--- config.mk ---
export PLATFORM = sky130hd
export DESIGN_NAME = game_timer_ctrl
export DESIGN_NICKNAME = d
export VERILOG_FILES = /design/src/rtl/game_timer_ctrl.sv
export SDC_FILE = /design/constraint.sdc
export NUM_CORES = 1
export LEC_CHECK = 0
export ABC_AREA = 1
export BUFFER_PORTS_ARGS = -buffer_cell sky130_fd_sc_hd__buf_2
export CAP_MARGIN = 0
export CORE_ASPECT_RATIO = 0.75
export CORE_UTILIZATION = 45
export DETAILED_ROUTE_END_ITERATION = 7
export GPL_TIMING_DRIVEN = 0
export HOLD_SLACK_MARGIN = 0.03
export PLACE_DENSITY = 0.66
export SLEW_MARGIN = 20
export SYNTH_ARGS = -nofsm -noshare
export SYNTH_HDL_FRONTEND = slang
export SYNTH_SLANG_ARGS = --single-unit
--- constraint.sdc ---
create_clock -name clk -period 3.45 [get_ports clk]
set_clock_uncertainty 0.1 [all_clocks]
set_input_delay 0.5175 -clock clk [delete_from_list [all_inputs] [get_ports clk]]
set_output_delay 0.5175 -clock clk [all_outputs]
set_load 0.02 [all_outputs]
--- src/rtl/game_timer_ctrl.sv ---
// rtl/game_timer_ctrl.sv - game run controller: state sequencing, one-second tick, score and high score
module game_timer_ctrl #(
    parameter int          TICK_DIV  = 100000000,
    parameter int          PENALTY   = 65,
    parameter logic [15:0] MAX_SCORE = 16'hFFFF
) (
    input  logic        clk,
    input  logic        reset,
    input  logic        start,
    input  logic        pause,
    input  logic        goal,
    input  logic        gameover,
    output logic [1:0]  state,
    output logic        tick,
    output logic [15:0] seconds,
    output logic [15:0] score,
    output logic [15:0] high_score,
    output logic        win,
    output logic        new_high
);
    localparam logic [1:0] S_IDLE  = 2'd0;
    localparam logic [1:0] S_RUN   = 2'd1;
    localparam logic [1:0] S_PAUSE = 2'd2;
    localparam logic [1:0] S_DONE  = 2'd3;

    localparam int            PW       = $clog2(TICK_DIV);
    localparam logic [PW-1:0] PRE_LAST = PW'(TICK_DIV - 1);
    localparam logic [15:0]   PEN      = 16'(PENALTY);

    logic [1:0]    state_q, state_d;
    logic [PW-1:0] pres_q, pres_d;
    logic [15:0]   seconds_q, seconds_d;
    logic [15:0]   score_q, score_d;
    logic [15:0]   high_q, high_d;
    logic          win_q, win_d;
    logic          new_high_q, new_high_d;
    logic          tick_q, tick_d;
    logic          start_prev_q, pause_prev_q;
    logic          start_edge_q, start_edge_d;
    logic          pause_edge_q, pause_edge_d;

    // Edges are registered, so button actions land one edge after they are sampled.
    assign start_edge_d = start & ~start_prev_q;
    assign pause_edge_d = pause & ~pause_prev_q;

    always_comb begin
        state_d    = state_q;
        pres_d     = pres_q;
        seconds_d  = seconds_q;
        score_d    = score_q;
        high_d     = high_q;
        win_d      = win_q;
        new_high_d = 1'b0;
        tick_d     = 1'b0;
        case (state_q)
            S_IDLE, S_DONE: begin
                if (start_edge_q) begin
                    state_d   = S_RUN;
                    pres_d    = '0;
                    seconds_d = '0;
                    score_d   = MAX_SCORE;
                    win_d     = 1'b0;
                end
            end
            S_RUN: begin
                if (goal) begin
                    state_d = S_DONE;
                    win_d   = 1'b1;
                    if (score_q > high_q) begin
                        high_d     = score_q;
                        new_high_d = 1'b1;
                    end
                end else if (gameover) begin
                    state_d = S_DONE;
                    win_d   = 1'b0;
                end else begin
                    if (pres_q == PRE_LAST) begin
                        pres_d    = '0;
                        tick_d    = 1'b1;
                        seconds_d = seconds_q + 16'd1;
                        if (score_q <= PEN) begin
                            score_d = '0;
                            state_d = S_DONE;
                            win_d   = 1'b0;
                        end else begin
                            score_d = score_q - PEN;
                        end
                    end else begin
                        pres_d = pres_q + PW'(1);
                    end
                    // A pause edge coinciding with a tick still lets the tick count.
                    if (pause_edge_q && state_d == S_RUN) begin
                        state_d = S_PAUSE;
                    end
                end
            end
            S_PAUSE: begin
                if (gameover) begin
                    state_d = S_DONE;
                    win_d   = 1'b0;
                end else if (pause_edge_q) begin
                    state_d = S_RUN;
                end
            end
            default: state_d = S_IDLE;
        endcase
    end

    always_ff @(posedge clk) begin
        if (!reset) begin
            state_q      <= S_IDLE;
            pres_q       <= '0;
            seconds_q    <= '0;
            score_q      <= '0;
            high_q       <= '0;
            win_q        <= 1'b0;
            new_high_q   <= 1'b0;
            tick_q       <= 1'b0;
            start_prev_q <= 1'b1;
            pause_prev_q <= 1'b1;
            start_edge_q <= 1'b0;
            pause_edge_q <= 1'b0;
        end else begin
            state_q      <= state_d;
            pres_q       <= pres_d;
            seconds_q    <= seconds_d;
            score_q      <= score_d;
            high_q       <= high_d;
            win_q        <= win_d;
            new_high_q   <= new_high_d;
            tick_q       <= tick_d;
            start_prev_q <= start;
            pause_prev_q <= pause;
            start_edge_q <= start_edge_d;
            pause_edge_q <= pause_edge_d;
        end
    end

    assign state      = state_q;
    assign tick       = tick_q;
    assign seconds    = seconds_q;
    assign score      = score_q;
    assign high_score = high_q;
    assign win        = win_q;
    assign new_high   = new_high_q;
endmodule
# Yosys cells after proc, flatten, opt, wreduce, memory -nomap -nowiden
# Index checks and enable logic that the tools add are counted.
# classes
magnitude_cmp	2
bitwise	6
n_addsub	3
muxes	37
eq_ne	13
reduce_logical	11
# op_table
operator	n
$mux W16	9
$mux W27	4
$pmux W16 S2	2
$pmux W27 S2	1
$add A27 B1 Y27 const B	1
$eq A27 B27 Y1 const B	1
$mux W2	11
$add A16 B1 Y16 const B	1
$gt A16 B16 Y1	1
$le A16 B7 Y1 const B	1
$sub A16 B7 Y16 const B	1
$ne A2 B2 Y1 const B	5
$mux W1	8
$ne A4 B4 Y1 const B	2
$reduce_and A4 Y1	2
$pmux W2 S3	1
$reduce_and A3 Y1	2
$reduce_and A5 Y1	1
$eq A2 B1 Y1 const B	2
$eq A2 B2 Y1 const B	2
$not A1 Y1	4
$reduce_or A4 Y1	1
$ne A3 B3 Y1 const B	1
$pmux W1 S3	1
6 further kinds	7
# totals
elab_cells	84
output_inout_bits	53
ff_bits	84
inputBits	6

# Longest topological paths before layout
# Gate-level depths: netlist (run 1).
# logic_depth
word_depth	12
mapped_depth	15
mapped_depth_nobuf	13

# Worst setup path after synthesis (run 1)
# No wires, ideal clock.
# synth_timing
kind	register to register
start	reg state_q[0], in the netlist state[0]
end	reg seconds_q[1], in the netlist seconds[1]
path_buffers	2
synth_period_minus_slack_ps	2074
path_stages_with_launch	13
path_slack_ps	1376
arrival_ps	1851
setup_ps	123
path_cell_list	dfxtp_1 -> inv_1 -> ha_1 -> inv_1 -> nor2_4 -> nor2_4 -> o21ai_4 -> inv_4 -> nand2_4 -> buf_6 -> nand2_2 -> buf_6 -> o22ai_1
# synth_via
elab_chain_cells	4
# synth_rtl
element	line_no	source
from (decl)	30	logic [1:0] state_q, state_d;
from (signal assigned)	124	state_q <= state_d;
$eq A2 B2 Y1 or $logic_not A2 Y1 (tied branches)	55	case (state_q)
$reduce_or A2 Y1	55	
$ne A2 B2 Y1 (no source line) or $reduce_bool A2 Y1 (tied branches)	n/a	
$reduce_and A5 Y1 (no source line)	n/a	
to (signal assigned)	126	seconds_q <= seconds_d;
to (decl)	32	logic [15:0] seconds_q, seconds_d;
# Several ways; a longest one is shown, not always the timed one.
# A chain may end at the register's enable or synchronous reset.

# Final worst setup path (run 1)
# layout_timing
start	reg high_q[15], in the netlist high_score[15]
end	reg high_q[11], in the netlist high_score[11]
# layout_via
elab_chain_cells	2
# layout_rtl
element	line_no	source
from (decl)	34	logic [15:0] high_q, high_d;
from (signal assigned)	128	high_q <= high_d;
$gt A16 B16 Y1	69	if (score_q > high_q) begin
$reduce_and A3 Y1 (no source line)	n/a	
# Every way passes these cells.

==> flow_summary.json, run 1 <==
{
  "antenna_found_initial": 0,
  "post-route-period-util_pct": 72.1,
  "drt_pass1_iterations": 5,
  "layout_commonest_cell": "nand2_1",
  "path_cells": "inv_1 -> ha_1 -> nand2_1 -> inv_1 -> nand3_1 -> nor3_1 -> nand2_1 -> nand2_1 -> clkbuf_1 -> nand3_1 -> nand2_1 -> nor2_1",
  "detail_route.wl_per_cell_um": 13.6,
  "critPathMaxStageDelay_ns": 0.41,
  "htreeDepth": 3,
  "path_clk_slew_ns": 0.06,
  "yosysWarnings": 0,
  "num_antenna_cells": 0,
  "slew_headroom_pct": 55.0,
  "postSynthAreaPerCell_sq_um": 6.80,
  "initialDrtViolationCount": 312,
  "ys.flop_type": "dfxtp_1",
  "num_vias": 4863,
  "ctsHoldBuffers": 0,
  "grt_pass1_vias": 4314,
  "syn_nets": 753,
  "placed_area_sq_mm": 0.00539,
  "tightest_slew_ns": 0.676,
  "start_kind": "flip-flop",
  "cp.arrival_ns": 2.62,
  "crit_top_cell": "nand2_1",
  "finalWeightedCongestion": 0.884,
  "final_cell_mix": "nand2_1 (161), nor2_1 (103), dfxtp_1 (84)",
  "critPathTopFamily": "simple AND/OR/NAND/NOR gates",
  "cts_tree": "yes",
  "fill_cells": 1025,
  "synth-seq-cells": 84,
  "postRouteAntennaNets": 0,
  "die_area_sq_mm": 0.0114,
  "finalMaxSlewViolations": 0,
  "io_pins": 59,
  "place_hpwl_um": 9720,
  "synth_seq_area_share_pct": 34.1,
  "io_buffers": 58,
  "cp_max_fo": 10,
  "rsz0062_at_grt": "no",
  "wl_um": 12700,
  "drc": 0,
  "cts_buffer_depth": 2,
  "setup_tns_ns": 0,
  "cts-resized-gates": 0,
  "hold_class": "in2reg",
  "final.min_clock_period_ns": 2.49,
  "final_core_util_pct": 54.4,
  "fin_cells": 934,
  "grt_pass1_wl_um": 21000,
  "fin_nets": 822,
  "max_freq_ghz": 0.402,
  "synth_area_sq_mm": 0.00493,
  "status": "finished, final reports clean",
  "timing.final.ws_setup_ns": 0.963,
  "die_x_um": 123,
  "cap_viol_max_count": 0,
  "ir_drop_v": 0.000329,
  "numCtsBuffers": 9,
  "clock_latency_ns": 0.34,
  "grt_max_degree": 14,
  "required_ns": 3.58,
  "design_area_sq_mm": 0.00571,
  "postCtsSetupBuffers": 0,
  "p_leak_nw": 2.34,
  "yosys-top-cells-area": "dfxtp_1 (34%), nand2_1 (12%), nor2_1 (7.8%), a21oi_1 (5.7%), inv_1 (5.6%)",
  "dieHeight_um": 92.7,
  "crit_type": "reg2reg",
  "vias_per_cell": 5.21,
  "synthArstFlopShare_pct": 0,
  "yosysTopAreaCell": "dfxtp_1",
  "core_sq_mm": 0.0105,
  "initial_core_util_pct": 47.0,
  "syn_to_final_growth_pct": 15.7,
  "layout-drive-gt1-share_pct": 14.8,
  "cp_slowest_cell": "clkbuf_1",
  "synth.top_cell.area_share_pct": 34.1,
  "placed_cells": 919,
  "cp.buffers_inverters": 3,
  "finalSetupViolCount": 0,
  "fp-row-count": 32,
  "clock-sinks": 84,
  "final-hold-violation-count": 0,
  "cts-root-buf": "clkbuf_16",
  "powerDensity_mw_per_mm2": 678,
  "synth_edf_count": 0,
  "gr-total-overflow": 0,
  "place_ws_ns": 1.00,
  "r2r_slack_ns": 0.96,
  "netlist_instances": 725,
  "synth_cell_types": 41,
  "grt_use_total_pct": 23.6,
  "worstSetupEndpointType": "flip-flop"
}
## cell families (layout without fill, tap and decap cells)
family | count (synthesis) | count (layout) | share of synthesized area (%)
adder cells (fa/ha/maj) | 22 | 22 | 5.58
AO/OA/AOI/OAI | 110 | 110 | 12.3
AND/OR/NAND/NOR | 380 | 380 | 34.5
buffers and inverters | 105 | 178 | 9.26
flip-flops | 84 | 84 | 34.1
XOR/XNOR | 24 | 24 | 4.26
## area by class of cell
class | count | area, sq um | area share, %
well taps | 136 | 170 | 2.98
multi-input cells | 536 | 2800 | 48.9
plain buffers | 22 | 140 | 2.45
flip-flops and latches | 84 | 1680 | 29.4
clock inverters | 4 | 73.8 | 1.29
inverters | 83 | 317 | 5.54
clock buffers | 11 | 243 | 4.25
repair buffers | 58 | 290 | 5.08
## state kept, by name, indices dropped and copies added (netlist names)
register,flops
high_score,16
new_high,1
pause_edge_q,1
pause_prev_q,1
pres_q,27
score,16
seconds,16
start_edge_q,1
start_prev_q,1
state,2
tick,1
win,1
## worst reg2reg max path, stage by stage (launching register included)
cell,delay [ns]
dfxtp_1,0.35
inv_1,0.05
ha_1,0.29
nand2_1,0.06
inv_1,0.07
nand3_1,0.09
nor3_1,0.40
nand2_1,0.10
nand2_1,0.19
clkbuf_1,0.41
nand3_1,0.12
nand2_1,0.10
nor2_1,0.06
## layer usage
| metal | part of all wire [%] | wire length (um) | vias to the layer above | GRT usage [%] |
|---|---|---|---|---|
| li1 | - | - | 2500 | - |
| met1 | 51 | 6530 | 2213 | 34.0 |
| met2 | 42 | 5350 | 139 | 35.2 |
| met3 | 6.0 | 765 | 11 | 5.11 |
| met4 | 0.72 | 92 | 0 | 6.10 |
| met5 | 0 | 0 | - | 0 |
## worst paths after layout
path / startpoint / end / cells after the start
max: high_score[15]$_SDFFE_PN0P_ / high_score[11]$_SDFFE_PN0P_ / 12
min: start / start_prev_q$_SDFF_PN1_ / 3
max reg2reg: high_score[15]$_SDFFE_PN0P_ / high_score[11]$_SDFFE_PN0P_ / 12
min reg2reg: pause_prev_q$_SDFF_PN1_ / pause_edge_q$_SDFF_PN0_ / 1
## where the power goes
part	switching [mW]	leakage (nW)	internal [mW]	total, mW
Combinational	1.13	1.51	0.513	1.64
Sequential	0.123	0.680	1.06	1.19
Clock	0.394	0.156	0.650	1.04
Total	1.64	2.34	2.23	3.87
## synth_stat cells (3+ instances only)
master / count
nor2_4: 4
buf_1: 4
nand4_1: 10
buf_4: 3
o21ai_1: 8
a21oi_2: 4
xor2_1: 18
a21oi_1: 56
xnor2_1: 6
nor3_1: 25
inv_1: 74
inv_2: 7
ha_1: 22
clkbuf_1: 9
nand3_1: 55
nor2_1: 103
nand3_2: 4
nand2_1: 161
nor3b_2: 4
buf_6: 3
nor3_2: 4
dfxtp_1: 84
o21ai_0: 31
## per-stage QoR
| stage | power [mW] | hold slack (ns) |
|---|---|---|
| global route | 4.14 | 0.280 |
| global placement | 2.78 | 0.281 |
| detailed placement | 2.82 | 0.289 |
| floorplan | 2.36 | 0.274 |
| CTS | 3.88 | 0.251 |
| finish | 3.87 | 0.263 |
Power figures use the tool's default switching activity.
==> run 2, diff against run 1 <==
--- a/config.mk
+++ b/config.mk
@@ -13,7 +13,7 @@
 export DETAILED_ROUTE_END_ITERATION = 7
 export GPL_TIMING_DRIVEN = 0
 export HOLD_SLACK_MARGIN = 0.03
-export PLACE_DENSITY = 0.66
+export PLACE_DENSITY = 0.69
 export SLEW_MARGIN = 20
 export SYNTH_ARGS = -nofsm -noshare
 export SYNTH_HDL_FRONTEND = slang
==> constraint.sdc (replaced) <==
create_clock -name clk -period 2.2 [get_ports clk]
set_clock_uncertainty 0.1 [all_clocks]
set_input_delay 0.33 -clock clk [delete_from_list [all_inputs] [get_ports clk]]
set_output_delay 0.33 -clock clk [all_outputs]
set_load 0.02 [all_outputs]
==> run 2 against run 1 <==
  * Critical path depth decreased by 1
  * Combinational power rose by 79%
  * Cell count increased by 0.11%
  * Count of clock-buffer cells in the layout is 1 lower
  * Sequential power rose by 56%
  * Fmax increased by 19%
  * Setup slack lost 0.85 ns
  * Global-route usage grew 1.0 points
  * Total power grew 64%
  * Sequential cell count is the same
  * First-iteration DRC count grew 30%
  * Via count is 3.0% higher
  * Largest cell class unchanged
  * Highest routed layer unchanged
==> flow_summary.json, run 2 (synthesized netlist as in run 1, its figures left out) <==
{
  "clock-sinks": 84,
  "critPathMaxStageDelay_ns": 0.37,
  "critPathCapture": "pres_q[6]$_SDFFE_PN0P_",
  "vias_per_cell": 5.36,
  "fin_nets": 825,
  "cp.arrival_ns": 2.25,
  "placed_area_sq_mm": 0.00539,
  "finalWeightedCongestion": 0.886,
  "final.min_clock_period_ns": 2.09,
  "finalSetupViolCount": 0,
  "p_seq_share_pct": 29.3,
  "start_kind": "flip-flop",
  "post-route-period-util_pct": 95.0,
  "grt_max_degree": 13,
  "layout_commonest_cell": "nand2_1",
  "clock_latency_ns": 0.35,
  "final-hold-violation-count": 0,
  "final_core_util_pct": 55.8,
  "io_pins": 59,
  "io_buffers": 58,
  "antenna_found_initial": 0,
  "gr-total-overflow": 0,
  "num_vias": 5011,
  "design_area_sq_mm": 0.00586,
  "numCtsBuffers": 9,
  "intPower_mw": 3.65,
  "r2r_cells": 11,
  "setup_tns_ns": 0,
  "cp.buffers_inverters": 4,
  "powerDensity_mw_per_mm2": 1090,
  "dieHeight_um": 92.7,
  "min_from": "start",
  "largest_reg_flops": 27,
  "finalMaxSlewViolations": 0,
  "wl_um": 13100,
  "cts-root-buf": "clkbuf_16",
  "path_cells": "inv_1 -> ha_4 -> inv_1 -> nor2_4 -> nor2_4 -> o21ai_4 -> clkinv_4 -> buf_4 -> nand2_1 -> o21ai_0 -> a211oi_2",
  "initialDrtViolationCount": 407,
  "initial_core_util_pct": 47.0,
  "cp.depth": 11,
  "path_clk_slew_ns": 0.07,
  "die_area_sq_mm": 0.0114,
  "clkPwrFrac_pct": 24.6,
  "p_switching_mw": 2.71,
  "detail_route.wl_per_cell_um": 14.0,
  "num_antenna_cells": 0,
  "syn_to_final_growth_pct": 18.7,
  "rr_endpoint": "pres_q[6]$_SDFFE_PN0P_",
  "status": "finished, final reports clean",
  "grt_use_total_pct": 24.6,
  "slew_headroom_pct": 60.7,
  "crit_type": "reg2reg",
  "htreeDepth": 3,
  "cts_tree": "yes",
  "die_x_um": 123,
  "required_ns": 2.36,
  "regMostFlops": "pres_q",
  "p_leak_nw": 2.39,
  "cp_max_fo": 7,
  "r2r_slack_ns": 0.11,
  "grt_pass1_vias": 4391,
  "worstSetupEndpointType": "flip-flop",
  "drc": 0,
  "ir_drop_v": 0.000543,
  "cap_viol_max_count": 0,
  "postRouteAntennaNets": 0,
  "ctsHoldBuffers": 0,
  "critPathTopFamily": "compound AO/OA/AOI/OAI gates",
  "hold_class": "in2reg",
  "cts_buffer_depth": 2,
  "tightest_slew_ns": 0.589,
  "layout-drive-gt1-share_pct": 17.8,
  "cp_slowest_cell": "dfxtp_4",
  "timing.rr.start": "state[0]$_SDFFE_PN0P_",
  "max_freq_ghz": 0.479,
  "grt_pass1_wl_um": 21900,
  "swShare_pct": 42.6,
  "place_hpwl_um": 9920,
  "core_sq_mm": 0.0105,
  "fp-row-count": 32,
  "total_power_mw": 6.36,
  "crit_start": "state[0]$_SDFFE_PN0P_",
  "drt_pass1_iterations": 5,
  "holdWs_ns": 0.0777,
  "final_cell_mix": "nand2_1 (157), nor2_1 (100), dfxtp_1 (81)",
  "power.share.combinational_pct": 46.1
}
## run 2: changes by cell type in the layout (fill, tap and decap cells not counted), moves of 3 or more
cell      before  now
clkbuf_1      10    5
nand2_1      161  157
buf_6          3    8
dfxtp_1       84   81
nor2_1       103  100
## run 2: tightest hold or removal path: cells and delay by family
family	cells	cell delay (ns)
buffers and inverters	2	0.11
and+or+nand+nor	1	0.04
## run 2: worst min path at each step
| stage | cells past startpoint | endpoint | slack [ns] |
|---|---|---|---|
| floorplan | 1 | pause_edge_q$_SDFF_PN0_ | 0.27 |
| global placement | 1 | start_edge_q$_SDFF_PN0_ | 0.28 |
| detailed placement | 1 | start_edge_q$_SDFF_PN0_ | 0.28 |
| CTS | 3 | start_prev_q$_SDFF_PN1_ | 0.07 |
| global route | 3 | start_prev_q$_SDFF_PN1_ | 0.08 |
| finish | 3 | start_prev_q$_SDFF_PN1_ | 0.08 |
## run 2: metal layers
layer / up-vias / global-route usage, % / part of all wire, %
li1: 2500 / - / -
met1: 2310 / 36.2 / 50
met2: 189 / 35.7 / 42
met3: 12 / 5.17 / 7.5
met4: 0 / 6.61 / 1.1
met5: - / 0 / 0
## run 2: power groups by stage
| stage | Clock (mW) | Sequential (mW) | Combinational [mW] |
|---|---|---|---|
| 3_3_place_gp | 0 | 1.88 | 2.46 |
| 4_1_cts | 1.60 | 1.86 | 2.63 |
| 3_5_place_dp | 0 | 1.89 | 2.53 |
| 5_1_grt | 1.67 | 1.89 | 3.24 |
| 6_report | 1.56 | 1.86 | 2.93 |
| 2_1_floorplan | 0 | 2.01 | 1.69 |
## run 2: area by class of cell
class / instances / area (sq um)
timing repair buffer: 61 / 313
clock inverter: 3 / 65.1
tap: 136 / 170
buffer: 22 / 189
clock buffer: 10 / 229
multi-input combinational: 536 / 2880
sequential: 84 / 1690
fill: 1034 / 4630
inverter: 83 / 322
## run 2: what timing repair did
item / CTS / global route
resized for setup: 13 / 42
setup endpoints to repair: 60 / 66
endpoints found under the hold margin: 0 / 0
pin swaps: 0 / 3
buffers inserted: 0 / 3
## run 2: through the flow
| stage | cells | setup slack (ns) |
|---|---|---|
| 4_1_cts | 932 | 0.00533 |
| 6_report | 935 | 0.111 |
| 5_1_grt | 935 | -0.0127 |
| 3_3_place_gp | 919 | -0.226 |
| 3_5_place_dp | 919 | -0.259 |
| 2_1_floorplan | 725 | 0.126 |
==> run 3, diff against run 2 <==
--- a/config.mk
+++ b/config.mk
@@ -14,6 +14,8 @@
 export GPL_TIMING_DRIVEN = 0
 export HOLD_SLACK_MARGIN = 0.03
 export PLACE_DENSITY = 0.69
+export RECOVER_POWER = 25
+export SETUP_SLACK_MARGIN = 0.4
 export SLEW_MARGIN = 20
 export SYNTH_ARGS = -nofsm -noshare
 export SYNTH_HDL_FRONTEND = slang
==> run 3 against run 2 <==
  * Via count is 13% higher
  * Total power is 25% higher
  * Utilization is 14 points higher
  * Register-to-register slack better by 0.04 ns
  * Fmax is 2.2% higher
  * First-iteration DRC count is 17% higher
  * Sequential power is 3% higher
==> flow_summary.json, run 3 (synthesized netlist as in run 1, its figures left out) <==
{
  "grt_pass1_wl_um": 24500,
  "p_switching_mw": 3.45,
  "cp.buffers_inverters": 1,
  "powerDensity_mw_per_mm2": 1080,
  "critPathMaxStageDelay_ns": 0.38,
  "path_cells": "ha_1 -> nand2_1 -> nor3_4 -> a31oi_4 -> buf_8 -> a21oi_1 -> nor2_1",
  "layout_commonest_cell": "nand2_1",
  "setup_tns_ns": 0,
  "num_antenna_cells": 0,
  "drc": 0,
  "ctsHoldBuffers": 0,
  "cts-root-buf": "clkbuf_16",
  "final_cell_mix": "nand2_1 (130), nor2_1 (75), inv_1 (63)",
  "regMostFlops": "pres_q",
  "layout-drive-gt1-share_pct": 39.7,
  "syn_to_final_growth_pct": 48.9,
  "path_clk_slew_ns": 0.06,
  "clkPwrFrac_pct": 19.8,
  "postRouteAntennaNets": 0,
  "design_area_sq_mm": 0.00735,
  "num_vias": 5683,
  "fin_nets": 882,
  "htreeDepth": 3,
  "post-route-period-util_pct": 93.0,
  "critPathTopFamily": "simple AND/OR/NAND/NOR gates",
  "drt_pass1_iterations": 7,
  "cp_slowest_cell": "dfxtp_1",
  "crit_start": "score[11]$_SDFFE_PN0P_",
  "ir_drop_v": 0.000737,
  "final-hold-violation-count": 0,
  "cp_max_fo": 10,
  "grt_pass1_vias": 5064,
  "initial_core_util_pct": 47.0,
  "max_freq_ghz": 0.489,
  "io_pins": 59,
  "grt_max_degree": 13,
  "p_seq_share_pct": 24.1,
  "grt_use_total_pct": 27.7,
  "initialDrtViolationCount": 476,
  "vias_per_cell": 5.72,
  "p_leak_nw": 2.90,
  "place_hpwl_um": 9910,
  "min_from": "pause",
  "required_ns": 2.33,
  "start_kind": "flip-flop",
  "fp-row-count": 32,
  "swShare_pct": 43.5,
  "power.share.combinational_pct": 56.1,
  "fill_cells": 765,
  "finalSetupViolCount": 0,
  "cts_buffer_depth": 2,
  "clock_latency_ns": 0.34,
  "finalMaxSlewViolations": 0,
  "timing.rr.start": "score[11]$_SDFFE_PN0P_",
  "worstSetupEndpointType": "flip-flop",
  "finalWeightedCongestion": 0.903,
  "io_buffers": 58,
  "detail_route.wl_per_cell_um": 17.3,
  "cts_tree": "yes",
  "tightest_slew_ns": 0.821,
  "wl_um": 17100,
  "final.min_clock_period_ns": 2.05,
  "cap_viol_max_count": 0,
  "die_area_sq_mm": 0.0114,
  "die_x_um": 123,
  "numCtsBuffers": 9,
  "gr-total-overflow": 0,
  "largest_reg_flops": 27,
  "crit_type": "reg2reg",
  "placed_area_sq_mm": 0.00550,
  "slew_headroom_pct": 45.3,
  "core_sq_mm": 0.0105,
  "clock-sinks": 84,
  "dieHeight_um": 92.7,
  "antenna_found_initial": 0,
  "hold_class": "in2reg",
  "cp.arrival_ns": 2.17,
  "rsz0062_at_grt": "yes",
  "status": "finished, final reports clean",
  "intPower_mw": 4.48
}
==> run 3: cell count changes in the layout (fill, tap and decap cells not counted), moves of 22 or more <==
cell      change
clkbuf_1     +33
nand2_1      -27
nand3_1      -22
buf_2        -31
dfxtp_1      -36
dfxtp_2      +28
buf_4        +29
nor2_1       -25
==> run 3: path summary, 6_finish.rpt <==
check	to	slack, ns	cells past startpoint
min	pause_prev_q$_SDFF_PN1_	0.07	3
max	high_score[8]$_SDFFE_PN0P_	0.15	7
max reg2reg	high_score[8]$_SDFFE_PN0P_	0.15	7
min reg2reg	start_edge_q$_SDFF_PN0_	0.29	1
==> run 3: metrics by stage <==
step / instances / util [%] / setup slack (ns) / total power [mW] / hold WS, ns
2_1_floorplan: 725 / - / 0.357 / 3.84 / 0.274
3_3_place_gp: 919 / 52.5 / 0.136 / 4.48 / 0.281
3_5_place_dp: 919 / 52.5 / 0.0763 / 4.55 / 0.284
4_1_cts: 976 / 63.1 / 0.251 / 7.13 / 0.0692
5_1_grt: 994 / 70.0 / 0.0519 / 8.34 / 0.0889
6_report: 994 / 70.0 / 0.155 / 7.93 / 0.0726
==> run 3: metal layers <==
metal  up-vias  global-route usage (%)  part of all wire, %
met3        58                    7.14                  8.2
met2       308                    42.6                   46
li1       2623                       -                    -
met5         -                       0                    0
met1      2694                    37.1                   43
met4         0                    9.76                  2.9
==> run 3: area by class of cell <==
cell class / count / area (sq um) / share of cell area [%]
Timing Repair inverter: 1 / 7.51 / 0.102
Timing Repair Buffer: 117 / 880 / 12.0
Sequential cell: 84 / 1760 / 23.9
Clock inverter: 1 / 30.0 / 0.409
Tap cell: 136 / 170 / 2.32
Multi-Input combinational cell: 536 / 3630 / 49.4
Inverter: 83 / 345 / 4.70
Clock buffer: 14 / 274 / 3.73
Buffer: 22 / 258 / 3.51
==> run 3: tightest hold or removal path, cell delays in order <==
cell and delay [ns]:
buf_2 0.07, inv_1 0.04, nand2_1 0.04
==> run 3: timing repair <==
item                                    CTS  global route
buffers inserted                         36            16
gates cloned                              6             2
pin swaps                                23            63
resized for setup                       123           162
endpoints found under the setup margin   78            79
==> run 3: power by group through the flow <==
stage	registers, mW	clock network (mW)	logic, mW
final	1.91	1.57	4.45
after global routing	1.93	1.64	4.77
after CTS	1.89	1.58	3.65
after detailed placement	1.91	0	2.64
after global placement	1.91	0	2.57
after floorplan	2.04	0	1.80
